**src/rtl/tpm_response_tx_pkg.sv**
```systemverilog
// Shared TPM constants: structure tags, response codes, header geometry,
// and the response-transmitter FSM state encoding.
// Latency: n/a (constants and pure functions only). Backpressure: n/a.
package tpm_response_tx_pkg;

  localparam logic [15:0] TPM_ST_NO_SESSIONS = 16'h8001;
  localparam logic [15:0] TPM_ST_SESSIONS    = 16'h8002;
  localparam logic [31:0] TPM_RC_SUCCESS     = 32'h0000_0000;
  localparam logic [31:0] TPM_RC_FAILURE     = 32'h0000_0101;

  // Response header: tag(2) + size(4) + rc(4) bytes.
  localparam int unsigned TPM_HDR_LEN  = 10;
  localparam logic [3:0]  HDR_LAST_IDX = 4'(TPM_HDR_LEN - 1);

  typedef enum logic [2:0] {
    ST_IDLE  = 3'd0,
    ST_HDR   = 3'd1,
    ST_FETCH = 3'd2,
    ST_SEND  = 3'd3,
    ST_DONE  = 3'd4
  } rsp_state_e;

  typedef struct packed {
    logic [15:0] tag;
    logic [31:0] size;
    logic [31:0] rc;
  } rsp_hdr_t;

  // Big-endian serialisation of the header, byte 0 first.
  function automatic logic [7:0] hdr_byte(input rsp_hdr_t h, input logic [3:0] i);
    logic [7:0] b;
    case (i)
      4'd0:    b = h.tag[15:8];
      4'd1:    b = h.tag[7:0];
      4'd2:    b = h.size[31:24];
      4'd3:    b = h.size[23:16];
      4'd4:    b = h.size[15:8];
      4'd5:    b = h.size[7:0];
      4'd6:    b = h.rc[31:24];
      4'd7:    b = h.rc[23:16];
      4'd8:    b = h.rc[15:8];
      4'd9:    b = h.rc[7:0];
      default: b = 8'h00;
    endcase
    return b;
  endfunction

endpackage

```
**src/rtl/tpm_response_tx.sv**
```systemverilog
// TPM response transmitter: serialises a 10-byte big-endian header followed
// by parameter bytes read from an external byte buffer.
// Latency: first tx_valid 1 cycle after rsp_start; header 1 B/cycle, params 1 B/2 cycles.
// Backpressure: tx_valid/tx_ready; the presented byte is held stable until accepted.
//
// Ports:
//   clock, reset_n                 - single clock, synchronous active-low reset
//   rsp_start, tpm_rc, rsp_tag,
//   param_len                      - response request, sampled only in IDLE
//   param_rd_en, param_addr,
//   param_data                     - parameter buffer read port (1-cycle read latency)
//   tx_data, tx_valid, tx_ready,
//   tx_last                        - byte stream towards the host interface
//   busy, done                     - status: not idle / one-cycle completion pulse
module tpm_response_tx
  import tpm_response_tx_pkg::*;
#(
  parameter int unsigned MAX_PARAM = 1014
) (
  input  logic        clock,
  input  logic        reset_n,
  input  logic        rsp_start,
  input  logic [31:0] tpm_rc,
  input  logic [15:0] rsp_tag,
  input  logic [15:0] param_len,
  output logic        param_rd_en,
  output logic [9:0]  param_addr,
  input  logic [7:0]  param_data,
  output logic [7:0]  tx_data,
  output logic        tx_valid,
  input  logic        tx_ready,
  output logic        tx_last,
  output logic        busy,
  output logic        done
);

  rsp_state_e  state_q, state_d;
  rsp_hdr_t    hdr_q, hdr_d;
  logic [15:0] plen_q, plen_d;
  logic [3:0]  hcnt_q, hcnt_d;
  logic [15:0] idx_q, idx_d;
  logic [7:0]  data_q, data_d;
  // Set once a parameter byte has been stalled; from then on the byte comes
  // from data_q rather than the buffer output.
  logic        hold_q, hold_d;
  logic        param_last;

  always_ff @(posedge clock) begin
    if (!reset_n) begin
      state_q <= ST_IDLE;
      hdr_q   <= '0;
      plen_q  <= '0;
      hcnt_q  <= '0;
      idx_q   <= '0;
      data_q  <= '0;
      hold_q  <= 1'b0;
    end else begin
      state_q <= state_d;
      hdr_q   <= hdr_d;
      plen_q  <= plen_d;
      hcnt_q  <= hcnt_d;
      idx_q   <= idx_d;
      data_q  <= data_d;
      hold_q  <= hold_d;
    end
  end

  assign param_last = (idx_q == (plen_q - 16'd1));

  always_comb begin
    state_d     = state_q;
    hdr_d       = hdr_q;
    plen_d      = plen_q;
    hcnt_d      = hcnt_q;
    idx_d       = idx_q;
    data_d      = data_q;
    hold_d      = hold_q;
    param_rd_en = 1'b0;
    param_addr  = 10'd0;
    tx_data     = 8'h00;
    tx_valid    = 1'b0;
    tx_last     = 1'b0;
    busy        = (state_q != ST_IDLE);
    done        = 1'b0;

    case (state_q)
      ST_IDLE: begin
        if (rsp_start) begin
          if (tpm_rc != TPM_RC_SUCCESS) begin
            // Error responses never carry parameters.
            hdr_d.tag  = TPM_ST_NO_SESSIONS;
            hdr_d.rc   = tpm_rc;
            hdr_d.size = 32'(TPM_HDR_LEN);
            plen_d     = 16'd0;
          end else if ({16'h0000, param_len} > 32'(MAX_PARAM)) begin
            // Oversized parameter block turns into a failure response.
            hdr_d.tag  = TPM_ST_NO_SESSIONS;
            hdr_d.rc   = TPM_RC_FAILURE;
            hdr_d.size = 32'(TPM_HDR_LEN);
            plen_d     = 16'd0;
          end else begin
            hdr_d.tag  = rsp_tag;
            hdr_d.rc   = tpm_rc;
            hdr_d.size = 32'(TPM_HDR_LEN) + {16'h0000, param_len};
            plen_d     = param_len;
          end
          hcnt_d  = 4'd0;
          idx_d   = 16'd0;
          hold_d  = 1'b0;
          state_d = ST_HDR;
        end
      end

      ST_HDR: begin
        tx_valid = 1'b1;
        tx_data  = hdr_byte(hdr_q, hcnt_q);
        tx_last  = (hcnt_q == HDR_LAST_IDX) && (plen_q == 16'd0);
        if (tx_ready) begin
          if (hcnt_q == HDR_LAST_IDX) begin
            hcnt_d  = 4'd0;
            idx_d   = 16'd0;
            state_d = (plen_q == 16'd0) ? ST_DONE : ST_FETCH;
          end else begin
            hcnt_d = hcnt_q + 4'd1;
          end
        end
      end

      ST_FETCH: begin
        param_rd_en = 1'b1;
        param_addr  = idx_q[9:0];
        hold_d      = 1'b0;
        state_d     = ST_SEND;
      end

      ST_SEND: begin
        // Buffer output is valid in the first SEND cycle; it is captured then
        // so the byte stays stable however long the host stalls.
        tx_valid = 1'b1;
        tx_data  = hold_q ? data_q : param_data;
        tx_last  = param_last;
        if (tx_ready) begin
          hold_d = 1'b0;
          if (param_last) begin
            state_d = ST_DONE;
          end else begin
            idx_d   = idx_q + 16'd1;
            state_d = ST_FETCH;
          end
        end else begin
          hold_d = 1'b1;
          if (!hold_q) begin
            data_d = param_data;
          end
        end
      end

      ST_DONE: begin
        done    = 1'b1;
        state_d = ST_IDLE;
      end

      default: begin
        state_d = ST_IDLE;
      end
    endcase
  end

endmodule

```
**config.mk**
```make
export PLATFORM = sky130hd
export DESIGN_NAME = tpm_response_tx
export DESIGN_NICKNAME = d
export VERILOG_FILES = /design/src/rtl/tpm_response_tx_pkg.sv /design/src/rtl/tpm_response_tx.sv
export SDC_FILE = /design/constraint.sdc
export NUM_CORES = 1
export LEC_CHECK = 0
export BUFFER_PORTS_ARGS = -buffer_cell sky130_fd_sc_hd__buf_4
export CAP_MARGIN = 30
export CORE_AREA = 2 2 114 116
export CTS_CLUSTER_DIAMETER = 30
export DETAILED_ROUTE_END_ITERATION = 16
export DIE_AREA = 0 0 116 118
export PLACE_DENSITY = 0.77
export SLEW_MARGIN = 0
export SYNTH_ARGS = -nofsm -noshare
export SYNTH_HDL_FRONTEND = slang
export SYNTH_SLANG_ARGS = --single-unit
```
**constraint.sdc**
```tcl
create_clock -name clock -period 7 [get_ports clock]
set_clock_uncertainty 0.2 [all_clocks]
set_input_delay 1.75 -clock clock [delete_from_list [all_inputs] [get_ports clock]]
set_output_delay 1.75 -clock clock [all_outputs]
set_load 0.01 [all_outputs]
```
# Yosys cells after proc, flatten, opt, wreduce, memory -nomap -nowiden
# Index checks and enable logic that the tools add are counted.
# totals
ff_bits	128
latchBits	0
ramBits	0
rom_bits	0
in_bits	76
output_inout_bits	23
elab_cells	82
memories	0
# op_classes
addsub	4
n_mul	0
div	0
order_cmp	1
eq_ne	19
n_shift	0
muxes	32
bitwise	1
n_reduce_logical	16
# op_table
operator	n
2-to-1 mux 80 bit	2
2-to-1 mux 16 bit	7
case mux 8 bit (10 select lines)	1
case mux 16 bit (3 select lines)	1
nonzero test 32 bit	1
2-to-1 mux 3 bit	6
adder 4 x 16 -> 17 bit (first input constant)	1
adder 16 x 1 -> 16 bit (second input constant)	1
equality test 16 bit	1
equality test 4 x 3 -> 1 bit (second input constant)	4
> comparator 16 x 10 -> 1 bit (second input constant)	1
logical NOT 16 bit	1
case mux 8 bit (2 select lines)	1
subtractor 16 x 1 -> 16 bit (second input constant)	1
2-to-1 mux 4 bit	3
case mux 3 bit (4 select lines)	1
2-to-1 mux 10 bit	1
inequality test 2 bit (second input constant)	5
nonzero test 3 bit	3
equality test 4 x 2 -> 1 bit (second input constant)	2
equality test 4 bit (second input constant)	2
2-to-1 mux 8 bit	1
case mux 4 bit (2 select lines)	1
equality test 3 x 2 -> 1 bit (second input constant)	2
other kinds (17)	23

# Longest topological paths before layout
# Gate-level depths: netlist of the first run.
# logic_depth
depth_word	5
mapped_depth	11
ltp_nobuf	10

# Worst setup path after synthesis of the first run
# Ideal clock, no wire load.
# synth_timing
path_type	reg-to-output
startpoint	register plen_q[0]
endpoint	output port tx_last
t_arrival_ns	2.548
path_slack_ns	2.502
path_stages_with_launch	11
cell_sequence	dfxtp_1 -> inv_1 -> ha_1 -> nor3b_4 -> nand4_4 -> or3b_1 -> a211oi_2 -> o21ai_1 -> or4_4 -> or2_1 -> o31ai_1
# synth_between
elab_chain_cells	3
elab_cells_between_ends	5
cone_classes	add/sub (1); eq/ne (1); mux (1); reduce/logical (2)
# synth_lines
element	line	source
start, declared	tpm_response_tx.sv:39	logic [15:0] plen_q, plen_d;
start signal, assigned	tpm_response_tx.sv:60	plen_q <= plen_d;
subtractor 16 x 1 -> 16 bit or logical NOT 16 bit (tied branches)	tpm_response_tx.sv:68, tpm_response_tx.sv:117	
equality test 16 bit or logical AND 1 bit (tied branches)	tpm_response_tx.sv:68, tpm_response_tx.sv:117	
case mux 1 bit (2 select lines) *	tpm_response_tx.sv:86	case (state_q)
end, declared	tpm_response_tx.sv:32	output logic tx_last,
# Mark *: on every way between the ends. The rest lies on a longest branch, timed or not.

# Worst setup path after layout of the first run
# Same ends and word-level chain as after synthesis.

==> flow_summary.ini, run 1 <==
[synth]
postSynthCellCount = 746
synth_commonest_cells = 112 x dfxtp_1, 100 x nand2_1, 47 x nor2b_1
syn-cell-area_um2 = 6090
ys.flop_type = dfxtp_1
yosys_warnings = 0
yosys_register_bits = 112
yosysTopAreaCell = dfxtp_1
netlist_top_cells_area = dfxtp_1 37%, nand2_1 6.2%, mux2i_1 5.3%
synth_edf_count = 0
synth_most_common_cell = dfxtp_1
ys_types = 65
yosysSeqAreaShare_pct = 36.8
synthesis.nets = 825
syn_area_per_cell_um2 = 8.16
synth-async-reset-ratio_pct = 0
synth_top_area_share_pct = 36.8

[final_layout]
antennaDiodeCount = 0
nNetsFinal = 887
drive_gt1_share_pct = 16.7
final_util_pct = 57.6
syn2layout_area_growth_pct = 17.6

[timing]
min_period_ns = 5.22
setup_viol = 0
tns_ns = 0
finalCritPeriodShare_pct = 74.6
rsz0062_at_grt = no
maxSlewHeadroom_pct = 43.9
tightestPinTransition_ns = 0.841
finalHoldViolCount = 0
final-max-slew-violation-count = 0
setup_slack_ns = 1.78
fmax_mhz = 192

[floorplan]
initial_core_util_pct = 49.0
num_rows = 41
fp.dieArea_um2 = 13700
io_pins = 99
core-area_um2 = 12400
die_w_um = 116
die_h_um = 118

[setup_path]
startpoint_type = flop
required_ns = 5.05
endpoint_kind = primary output
path_cells = inv_1, ha_1, nor3b_4, nand4_4, or3b_1, a211oi_2, o21ai_1, or4_4, or2_1, o31ai_1, buf_4
crit_arrival_ns = 3.27
cpPeakStageDelay_ns = 0.45
cpMaxStageDelayCell = or4_4
critPathMaxFanout = 6
worst-r2r-cell-count = 10
timing_worst_setup_path_type = reg2out

[routing]
drtPass1Iterations = 7
ant_nets = 0
wl_per_cell_um = 16.5
num_vias = 5626
drc = 0
wirelength_um = 16200
vias_per_cell = 5.71
drt_iter0_markers = 423

[global_route]
grt_pass1_wl_um = 26600
antenna_found_initial = 0
grt_pass1_vias = 5287
grt_max_degree = 101
track_usage_pct = 24.2
overflow = 0

[clock_network]
cts_tree = yes
cts_setup_buffers = 0
cts_buffers = 9
ctsResizeCount = 0
cts.sinks = 112
htreeDepth = 3
root_buffer = clkbuf_16
insertion_delay_ns = 0.35
cts.clk_slew.worst_paths_ns = 0.07
cts-hold-fix-buffers = 0
cts_buffer_depth = 2

[place]
dp_slack_ns = 2.15
port_buffers = 98
place.gp.congestion = 0.842
post-dp-hpwl_um = 11900

[hold_path]
whs_path_depth = 2
hp-class = reg2reg

[run]
cap_violations = 0

[pwr]
p_leak_nw = 2.62
total_power_mw = 1.29
switching_share_pct = 24.8
combPwrFrac_pct = 10.4
vdd_ir_drop_max_mv = 0.133
pwr-share-clk_pct = 38.4
powerDensity_nw_per_um2 = 181
p_sw_uw = 322
internal_power_uw = 973
power.share.sequential_pct = 51.1

[run_status]
status = finished, final reports clean
routing by layer:
| metal | GRT usage, % | wire length [um] |
|---|---|---|
| met2 | 39.1 | 7740 |
| met1 | 33.3 | 7500 |
| met4 | 7.96 | 282 |
| met3 | 3.09 | 712 |
| met5 | 0 | 0 |
critical path, delay by kind of cell (launching register included):
family	cells	cell delay (ns)
AND/OR/NAND/NOR	5	1.64
AO/OA/AOI/OAI	3	0.42
flip-flops	1	0.37
adder cells (fa/ha/maj)	1	0.20
buffers and inverters	2	0.28
power groups by stage:
stage | Clock (mW) | Combinational (mW) | Sequential (mW)
floorplan | 0 | 0.0728 | 0.672
global placement | 0 | 0.132 | 0.676
detailed placement | 0 | 0.135 | 0.677
CTS | 0.508 | 0.135 | 0.662
global route | 0.534 | 0.149 | 0.663
finish | 0.497 | 0.135 | 0.662
layout by cell type, fill, tap and decap left out, drive strengths merged, types with 5 or more instances in the layout:
| cell | count |
|---|---|
| a21boi | 32 |
| a21oi | 28 |
| a22oi | 42 |
| a31oi | 5 |
| and2 | 16 |
| and3 | 20 |
| buf | 104 |
| clkbuf | 12 |
| dfxtp | 112 |
| inv | 21 |
| mux2i | 32 |
| nand2 | 100 |
| nand2b | 13 |
| nand3 | 10 |
| nand4 | 10 |
| nor2 | 39 |
| nor2b | 47 |
| nor3 | 11 |
| nor4 | 18 |
| o21ai | 31 |
| o22ai | 15 |
| o31ai | 9 |
| or4 | 11 |
| xnor2 | 14 |
| xor2 | 10 |
kinds of logic (layout without fill, tap and decap cells):
| kind of cell | count (synthesis) | after routing | synth area share, % |
|---|---|---|---|
| flip-flops | 112 | 112 | 36.8 |
| buffers and inverters | 73 | 140 | 4.71 |
| XOR/XNOR | 24 | 24 | 3.45 |
| multiplexers | 35 | 35 | 5.82 |
| adder cells (fa/ha/maj) | 3 | 3 | 0.617 |
| AO/OA/AOI/OAI | 188 | 188 | 21.1 |
| AND/OR/NAND/NOR | 311 | 311 | 27.4 |
path summary, 6_finish.rpt:
kind | from | end | slack [ns]
worst max-delay path | plen_q[0]$_SDFFE_PN0P_ | tx_last | 1.78
worst min-delay path | hdr_q[15]$_SDFFE_PN0P_ | hdr_q[15]$_SDFFE_PN0P_ | 0.27
worst max register to register | plen_q[0]$_SDFFE_PN0P_ | idx_q[0]$_SDFFE_PN0P_ | 3.71
worst min register to register | hdr_q[15]$_SDFFE_PN0P_ | hdr_q[15]$_SDFFE_PN0P_ | 0.27
flip-flops by register name, indices dropped and copies added, names as in the netlist:
register  flops
hdr_q        64
plen_q       16
data_q        8
hcnt_q        4
idx_q        16
hold_q        1
state_q       3
layout make-up:
cell class | instances | area (um^2)
clock inverter | 4 | 26.3
clock buffer | 12 | 256
multi-input combinational | 561 | 3560
timing repair buffer | 104 | 781
fill | 1148 | 5260
inverter | 20 | 75.1
tap | 172 | 215
sequential | 112 | 2240
per-stage QoR:
step | hold slack [ns] | cells | cell area (um^2)
floorplan | 0.239 | 746 | 6090
global placement | 0.250 | 969 | 6870
detailed placement | 0.260 | 969 | 6870
CTS | 0.270 | 985 | 7160
global route | 0.292 | 985 | 7160
finish | 0.266 | 985 | 7160
Power figures use the tool's default switching activity.
==> inputs of run 2 (changes only) <==
==> constraint.sdc (replaced) <==
create_clock -name clock -period 5 [get_ports clock]
set_clock_uncertainty 0.2 [all_clocks]
set_input_delay 1.25 -clock clock [delete_from_list [all_inputs] [get_ports clock]]
set_output_delay 1.25 -clock clock [all_outputs]
set_load 0.01 [all_outputs]
==> flow_summary.ini, run 2 (same netlist as run 1, synthesis figures left out) <==
[global_route]
antenna_found_initial = 0
grt_max_degree = 101
track_usage_pct = 23.9
grt_pass1_wl_um = 26200
overflow = 0
grt_pass1_vias = 5224

[floorplan]
initial_core_util_pct = 49.0
io_pins = 99
die_w_um = 116
fp.dieArea_um2 = 13700
core-area_um2 = 12400
num_rows = 41
die_h_um = 118

[routing]
ant_nets = 0
drt_iter0_markers = 361
num_vias = 5611
vias_per_cell = 5.69
drtPass1Iterations = 5
wirelength_um = 16100
wl_per_cell_um = 16.4
drc = 0

[setup_path]
endpoint = tx_last
timing_worst_setup_path_type = reg2out
reg2reg_from = plen_q[0]$_SDFFE_PN0P_
crit_path_start = plen_q[0]$_SDFFE_PN0P_
crit_arrival_ns = 3.29
worst-r2r-cell-count = 10
critPathMaxFanout = 6
reg2reg_to = idx_q[14]$_SDFFE_PN0P_
endpoint_kind = primary output
required_ns = 3.55
startpoint_type = flop
r2r_slack_ns = 1.72

[timing]
fmax_mhz = 211
setup_slack_ns = 0.255
final-max-slew-violation-count = 0
maxSlewHeadroom_pct = 39.3
tightestPinTransition_ns = 0.910
finalHoldViolCount = 0
rsz0062_at_grt = no
min_period_ns = 4.74
finalCritPeriodShare_pct = 94.9
setup_viol = 0
tns_ns = 0

[place]
post-dp-hpwl_um = 11700
place.gp.congestion = 0.876
port_buffers = 98
dp_slack_ns = 0.652

[clock_network]
cts-hold-fix-buffers = 0
ctsResizeCount = 0
cts_tree = yes
cts_buffer_depth = 2
htreeDepth = 3
root_buffer = clkbuf_16
insertion_delay_ns = 0.36
cts.sinks = 112
cts.clk_slew.worst_paths_ns = 0.07
cts_setup_buffers = 0
cts_buffers = 9

[run_status]
status = finished, final reports clean

[final_layout]
final_cell_mix = 112 x dfxtp_1, 105 x buf_4, 99 x nand2_1
largest_register_ffs = 64
layout_commonest_cell = dfxtp_1
antennaDiodeCount = 0
nNetsFinal = 888
drive_gt1_share_pct = 17.0
syn2layout_area_growth_pct = 18.5
regMostFlops = hdr_q
reg_top3 = hdr_q: 64 flops, idx_q: 16 flops, plen_q: 16 flops

[pwr]
powerDensity_nw_per_um2 = 264
p_leak_nw = 2.64
vdd_ir_drop_max_mv = 0.140

[run]
cap_violations = 0

[hold_path]
hp-class = reg2reg
run 2: worst min path at each step:
| stage | slack [ns] | from | cells after the start | to |
|---|---|---|---|---|
| 2_1_floorplan | 0.24 | hdr_q[23]$_SDFFE_PN0P_ | 2 | hdr_q[23]$_SDFFE_PN0P_ |
| 3_3_place_gp | 0.25 | hdr_q[30]$_SDFFE_PN0P_ | 2 | hdr_q[30]$_SDFFE_PN0P_ |
| 3_5_place_dp | 0.25 | hdr_q[23]$_SDFFE_PN0P_ | 2 | hdr_q[23]$_SDFFE_PN0P_ |
| 4_1_cts | 0.27 | hdr_q[26]$_SDFFE_PN0P_ | 2 | hdr_q[26]$_SDFFE_PN0P_ |
| 6_report | 0.27 | hdr_q[17]$_SDFFE_PN0P_ | 2 | hdr_q[17]$_SDFFE_PN0P_ |
| 5_1_grt | 0.29 | hdr_q[45]$_SDFFE_PN0P_ | 1 | hdr_q[45]$_SDFFE_PN0P_ |
run 2: critical path, stage by stage, from the launching register on:
cell	delay, ns
dfxtp_1	0.37
inv_1	0.10
ha_1	0.20
nor3b_4	0.36
nand4_4	0.17
or3b_1	0.42
a211oi_2	0.26
o21ai_1	0.09
or4_4	0.45
or2_1	0.25
o31ai_1	0.08
buf_4	0.17
run 2: cell type report:
class	count	area, um^2
inverter	20	75.1
fill	1154	5200
sequential	112	2240
multi-input combinational	561	3560
clock inverter	7	104
clock buffer	9	225
tap	172	215
timing repair buffer	105	788
run 2: metrics by stage:
step / hold WS, ns / total power [mW] / area (um^2) / cells / util [%]
3_3_place_gp: 0.254 / 1.13 / 6880 / 970 / 55.4
4_1_cts: 0.271 / 1.92 / 7210 / 986 / 58.1
5_1_grt: 0.292 / 1.98 / 7210 / 986 / 58.1
2_1_floorplan: 0.239 / 1.04 / 6090 / 746 / -
3_5_place_dp: 0.255 / 1.13 / 6880 / 970 / 55.4
6_report: 0.269 / 1.90 / 7210 / 986 / 58.1
run 2: report_power, final:
group | internal, mW | switching [mW]
sequential | 0.912 | 0.0183
clock | 0.444 | 0.344
combinational | 0.0834 | 0.102
total | 1.44 | 0.464
run 2: per-layer routing:
layer  part of all wire, %  global-route usage [%]  vias up  routed length [um]
met3                   4.4                    3.30       22                 705
met1                    46                    32.0     2661                7410
met2                    48                    39.5      133                7750
met5                     0                       0        -                   0
met4                   1.7                    7.66        0                 272
li1                      -                       -     2795                   -
